--- src/rtl/imem_loader_if.sv ---
// Byte-load handshake and instruction fetch bus of the instruction memory loader.
interface imem_loader_if #(parameter int ADDR_W = 5);
  logic [7:0]        rx_data;
  logic              rx_valid;
  logic              rx_ready;
  logic [ADDR_W-1:0] read_addr;
  logic [15:0]       read_data;

  modport master (output rx_data, rx_valid, read_addr, input rx_ready, read_data);
  modport slave  (input rx_data, rx_valid, read_addr, output rx_ready, read_data);
endinterface

--- src/rtl/imem_loader.sv ---
// Serial byte loader for a 16-bit instruction memory; holds the CPU in reset until loaded.
// Optional trailing XOR checksum byte when IMEM_LOADER_CHECKSUM_EN is defined.
module imem_loader #(
  parameter int DEPTH  = 32,
  parameter int ADDR_W = 5
) (
  input  logic              clk,
  input  logic              reset,
  imem_loader_if.slave      bus,
  output logic              cpu_reset,
  output logic              load_done,
  output logic [ADDR_W:0]   word_count,
  output logic              load_error
);

`ifdef IMEM_LOADER_CHECKSUM_EN
  typedef enum logic [2:0] {IDLE, HIGH, LOW, CHECK, DONE, ERROR} state_t;
`else
  typedef enum logic [1:0] {IDLE, HIGH, LOW, DONE} state_t;
`endif

  state_t      state_q, state_d;
  logic [15:0] mem [DEPTH];
  logic [7:0]  hi_q;
  logic [8:0]  len_q;
  logic        accept, last_word;

  assign accept    = bus.rx_valid && bus.rx_ready;
  // Last word when the post-write count reaches the program length.
  assign last_word = (32'(word_count) + 32'd1) >= 32'(len_q);
  assign bus.read_data = mem[bus.read_addr];

`ifdef IMEM_LOADER_CHECKSUM_EN
  logic [7:0] csum_q;
  assign bus.rx_ready = (state_q != DONE) && (state_q != ERROR);
`else
  assign bus.rx_ready = (state_q != DONE);
  assign load_error   = 1'b0;
`endif

  always_ff @(posedge clk) begin
    if (reset) state_q <= IDLE;
    else       state_q <= state_d;
  end

  always_comb begin
    state_d = state_q;
    case (state_q)
      IDLE: if (accept) state_d = HIGH;
      HIGH: if (accept) state_d = LOW;
`ifdef IMEM_LOADER_CHECKSUM_EN
      LOW:   if (accept) state_d = last_word ? CHECK : HIGH;
      CHECK: if (accept) state_d = (bus.rx_data == csum_q) ? DONE : ERROR;
`else
      LOW:  if (accept) state_d = last_word ? DONE : HIGH;
`endif
      default: state_d = state_q;
    endcase
  end

  always_ff @(posedge clk) begin
    if (reset) begin
      for (int i = 0; i < DEPTH; i++) mem[i] <= '0;
      hi_q       <= '0;
      len_q      <= '0;
      word_count <= '0;
    end else if (accept) begin
      case (state_q)
        IDLE: len_q <= (bus.rx_data == 8'd0) ? 9'(DEPTH) : {1'b0, bus.rx_data};
        HIGH: hi_q  <= bus.rx_data;
        LOW: begin
          mem[word_count[ADDR_W-1:0]] <= {hi_q, bus.rx_data};
          word_count <= word_count + 1'b1;
        end
        default: ;
      endcase
    end
  end

  // Status flags track the next state so they switch on the edge entering DONE/ERROR.
  always_ff @(posedge clk) begin
    if (reset) begin
      cpu_reset <= 1'b1;
      load_done <= 1'b0;
    end else begin
      cpu_reset <= (state_d != DONE);
      load_done <= (state_d == DONE);
    end
  end

`ifdef IMEM_LOADER_CHECKSUM_EN
  always_ff @(posedge clk) begin
    if (reset) begin
      csum_q     <= '0;
      load_error <= 1'b0;
    end else begin
      if (accept && (state_q == IDLE || state_q == HIGH || state_q == LOW))
        csum_q <= csum_q ^ bus.rx_data;
      load_error <= (state_d == ERROR);
    end
  end
`endif

endmodule
--- src/flat_wrapper.sv ---
// flat-port wrapper written by rule: the top's interface ports become plain ports
module imem_loader_flat 
#(
  parameter int DEPTH  = 32,
  parameter int ADDR_W = 5
)
  (clk, reset, cpu_reset, load_done, word_count, load_error, bus_rx_data, bus_rx_valid, bus_read_addr, bus_rx_ready, bus_read_data);
  imem_loader_if #(.ADDR_W(ADDR_W)) bus_i ();
  input  logic clk;
  input  logic reset;
  output logic cpu_reset;
  output logic load_done;
  output logic [ADDR_W:0] word_count;
  output logic load_error;
  input wire logic [$bits(bus_i.rx_data)-1:0] bus_rx_data;
  input wire logic [$bits(bus_i.rx_valid)-1:0] bus_rx_valid;
  input wire logic [$bits(bus_i.read_addr)-1:0] bus_read_addr;
  output wire logic [$bits(bus_i.rx_ready)-1:0] bus_rx_ready;
  output wire logic [$bits(bus_i.read_data)-1:0] bus_read_data;
  assign bus_i.rx_data = bus_rx_data;
  assign bus_i.rx_valid = bus_rx_valid;
  assign bus_i.read_addr = bus_read_addr;
  assign bus_rx_ready = bus_i.rx_ready;
  assign bus_read_data = bus_i.read_data;
  imem_loader #(.DEPTH(DEPTH), .ADDR_W(ADDR_W)) u_core (.clk(clk), .reset(reset), .bus(bus_i), .cpu_reset(cpu_reset), .load_done(load_done), .word_count(word_count), .load_error(load_error));
endmodule
--- config.mk ---
export PLATFORM = sky130hd
export DESIGN_NAME = imem_loader_flat
export DESIGN_NICKNAME = d
export VERILOG_FILES = /design/src/rtl/imem_loader_if.sv /design/src/rtl/imem_loader.sv /design/src/flat_wrapper.sv
export SDC_FILE = /design/constraint.sdc
export NUM_CORES = 1
export LEC_CHECK = 0
export CAP_MARGIN = 15
export CORE_MARGIN = 3
export CORE_UTILIZATION = 45
export DETAILED_ROUTE_END_ITERATION = 10
export GPL_TIMING_DRIVEN = 0
export MAX_ROUTING_LAYER = met4
export PLACE_DENSITY = 0.73
export SLEW_MARGIN = 20
export SYNTH_ARGS = -nofsm -noshare
export SYNTH_HDL_FRONTEND = slang
export SYNTH_SLANG_ARGS = --single-unit
--- constraint.sdc ---
create_clock -name clk -period 3.6 [get_ports clk]
set_clock_uncertainty 0.2 [all_clocks]
set_input_delay 0.36 -clock clk [delete_from_list [all_inputs] [get_ports clk]]
set_output_delay 0.36 -clock clk [all_outputs]
set_load 0.03 [all_outputs]
==> flow_summary_export.csv, run 1 <==
group,metric,value,unit
floorplan,row_count,86,
synthesis,synthCells,1892,
synthesis,syn_area,25550,um2
clock_tree,htreeDepth,2,
critical_path,cp_slowest_cell,"clkdlybuf4s50_1",
sta,holdWs,0.3003,ns
power,swShare,0.2396,
floorplan,die_h,244.3,um
layout,n_antenna_cell,0,
sta,final-setup-viol-count,0,
floorplan,start_util,0.4592,
power,seqPwrFrac,0.526,
critical_path,cp-end-kind,"output pin",
synthesis,synth_nets,1919,
synthesis,synthFlopType,"edfxtp_1",
layout,area_delta_synth_final,12.22,%
power,power_density,476.5,nW/um2
layout,layout-drive-gt1-share,0.1554,
grt,grt_use_total,0.2342,
power,power.leakage,10.84,nW
worst_hold_path,hp-class,"reg2reg",
power,pwr-share-comb,0.082,
critical_path,cpMostUsedCell,"clkdlybuf4s50_1",
clock_tree,clk_path_buf_depth,3,
synthesis,postSynth.asyncResetShare,0,
sta,period_needed,3.551,ns
critical_path,cp_max_fo,10,
layout,final_common_cell,"edfxtp_1",
power,p_clk_frac,0.391,
critical_path,worstPathArrival,2.99,ns
detailed_routing,viasPerCell,5.608,
detailed_routing,ant_nets,0,
layout,nets,2013,
floorplan,die-area,59660,um2
place,io_buffers,37,
synthesis,yosys_warnings,0,
sta,finalHoldViolations,0,
grt,antenna_found_initial,2,
place,dp_hpwl,48660,um
critical_path,cpLargestDelayFamily,"buffers and inverters",
detailed_routing,dr.pass1.iters,5,
grt,grt_pass1_vias,15760,
detailed_routing,drt_wl_total,68300,um
layout,most-common-layout-cells,"edfxtp_1 (512), and2_1 (462), mux2i_1 (272)",
clock_tree,cts_root_buf,"clkbuf_16",
detailed_routing,drc_errors,0,
run,drv_cap,0,
critical_path,cp.required,3.04,ns
floorplan,fp.dieW,244.3,um
layout,fin_util,0.5153,
sta,fmax,281.6,MHz
sta,slew_headroom,0.4491,
grt,grt_overflow_total,0,
power,fin_total_pwr,13.66,mW
outcome,outcome,"finished clean",
clock_tree,clkSlewWorstSetupHoldPaths,0.06,ns
synthesis,yosysSeqAreaShare,0.6222,
grt,grt_pass1_wl,99840,um
critical_path,cp_cell_sequence,"clkdlybuf4s50_1 > nor2_4 > buf_4 > buf_2 > nand2_1 > a31oi_1 > nand3_1 > clkdlybuf4s50_1",
sta,slew_viol_final,0,
place,dpl_cell_area,26850,um2
detailed_routing,drt-wirelength-per-cell,24.61,um
sta,finalCritPeriodShare,0.9865,
power,internal_power,10.39,mW
critical_path,critPathLaunchType,"primary input",
synthesis,synth-seq-cells,538,
power,vdd_drop_max,0.3627,mV
place,routabilityCongestion,0.9531,
critical_path,critPathKind,"in2out",
clock_tree,cts_made_buffers,54,
clock_tree,clock_latency,0.60,ns
sta,rsz0062_at_grt,"no",
layout,design_area,28670,um2
grt,grt_max_degree,17,
synthesis,synth.distinct_cells,48,
floorplan,core-area,55630,um2
synthesis,syn_area_per_cell,13.50,um2
floorplan,num_io_pins,42,
clock_tree,clock_sinks,538,
clock_tree,cts.hold.buffers_added,0,
detailed_routing,drt_iter0_markers,1806,
sta,worst_pin_slew,0.8264,ns
critical_path,crit_buf_inv,4,
detailed_routing,vias,15560,
clock_tree,cts_tree,"done",
critical_path,max_stage_delay,0.63,ns
synthesis,synth_edf_count,512,
power,switchingPower,3.273,mW
==> power by group through the flow <==
stage / logic (mW) / clock network (mW) / registers (mW)
2_1_floorplan: 0.662 / 0 / 7.28
3_5_place_dp: 1.10 / 0 / 7.32
6_report: 1.12 / 5.34 / 7.19
5_1_grt: 1.18 / 5.61 / 7.21
4_1_cts: 1.11 / 5.37 / 7.19
3_3_place_gp: 1.08 / 0 / 7.31
==> cells by family (layout without fill, tap and decap cells) <==
family | after synthesis | after routing | synth area share
buffers and inverters | 167 | 302 | 0.03546
AND/OR/NAND/NOR | 736 | 736 | 0.1841
multiplexers | 272 | 272 | 0.1066
XOR/XNOR | 6 | 6 | 0.002057
adder cells (fa/ha/maj) | 11 | 11 | 0.005388
flip-flops | 538 | 538 | 0.6222
AO/OA/AOI/OAI | 161 | 161 | 0.04408
other | 1 | 1 | 0.0001468
==> sequential cells by signal (all words and copies together) (netlist names), named ones only <==
register,cells
u_core.cpu_reset,1
u_core.mem,512
u_core.word_count,6
u_core.load_done,1
u_core.hi_q,8
u_core.len_q,8
u_core.state_q,1
==> per-layer routing <==
metal / wire, um / GRT usage
met1: 27270 / 0.2992
met3: 6225 / 0.05219
met4: 3011 / 0.09976
met2: 31800 / 0.3617
met5: 0 / -
==> worst register-to-register path: cells and delay by family (launching register included) <==
family | cells | cell delay, ns
AO/OA/AOI/OAI | 4 | 0.86
XOR/XNOR | 1 | 0.14
adder cells (fa/ha/maj) | 1 | 0.20
buffers and inverters | 1 | 0.21
flip-flops | 1 | 0.40
AND/OR/NAND/NOR | 3 | 0.60
==> cell usage after synthesis (all sizes together), types with 2 or more instances <==
master,instances,area share
mux2i,272,0.11
nand3,35,0.0071
inv,9,0.0013
xor2,2,0.00069
or2,35,0.0086
or3b,3,0.0010
xnor2,4,0.0014
o21ai,4,0.00078
ha,11,0.0054
nor2b,3,0.00073
a22o,32,0.011
nand2,42,0.0087
buf,76,0.022
nor2,55,0.018
and2,513,0.13
a21oi,39,0.0076
a31oi,16,0.0039
clkbuf,82,0.013
a22oi,64,0.019
edfxtp,512,0.60
or3,4,0.00098
nand3b,4,0.0012
nand2b,3,0.00073
nor3,18,0.0035
dfxtp,26,0.020
nand4,16,0.0039
==> final timing paths <==
path	to	start	slack, ns	depth (start not counted)
hold / removal	u_core.len_q[1]	u_core.len_q[1]	0.30	2
setup reg to reg	u_core.load_done	u_core.word_count[2]	0.85	10
hold reg to reg	u_core.len_q[1]	u_core.len_q[1]	0.30	2
setup / recovery	bus_read_data[0]	bus_read_addr[2]	0.05	8
==> layout make-up <==
type / count / area [um2]
clock inverters: 31 / 226.5
plain buffers: 158 / 905.9
clock buffers: 66 / 1418
flip-flops and latches: 538 / 15900
inverters: 9 / 33.78
multi-input cells: 1187 / 8870
fillers: 4663 / 26960
repair buffers: 38 / 381.6
well taps: 748 / 935.9
==> stage by stage <==
step	TNS, ns	cells	setup WS [ns]
floorplan	0	1892	0.9099
global placement	-5.287	2677	-0.4328
detailed placement	-4.948	2677	-0.4314
CTS	-0.01334	2774	-0.01334
global route	0	2775	0.01186
finish	0	2775	0.04860
==> what timing repair did <==
item / in CTS / in global routing
gates resized for setup: 48 / 13
gates cloned: 0 / 0
setup buffers: 0 / 1
setup endpoints to repair: 16 / 8
pin swaps: 0 / 1
Power figures use the tool's default switching activity.
==> run 2, diff against run 1 <==
--- a/config.mk
+++ b/config.mk
@@ -12,7 +12,6 @@
 export GPL_TIMING_DRIVEN = 0
 export MAX_ROUTING_LAYER = met4
 export PLACE_DENSITY = 0.73
-export SLEW_MARGIN = 20
 export SYNTH_ARGS = -nofsm -noshare
 export SYNTH_HDL_FRONTEND = slang
 export SYNTH_SLANG_ARGS = --single-unit
==> results of run 2 <==
No change in the layout: final DEF, timing and power equal those of run 1.
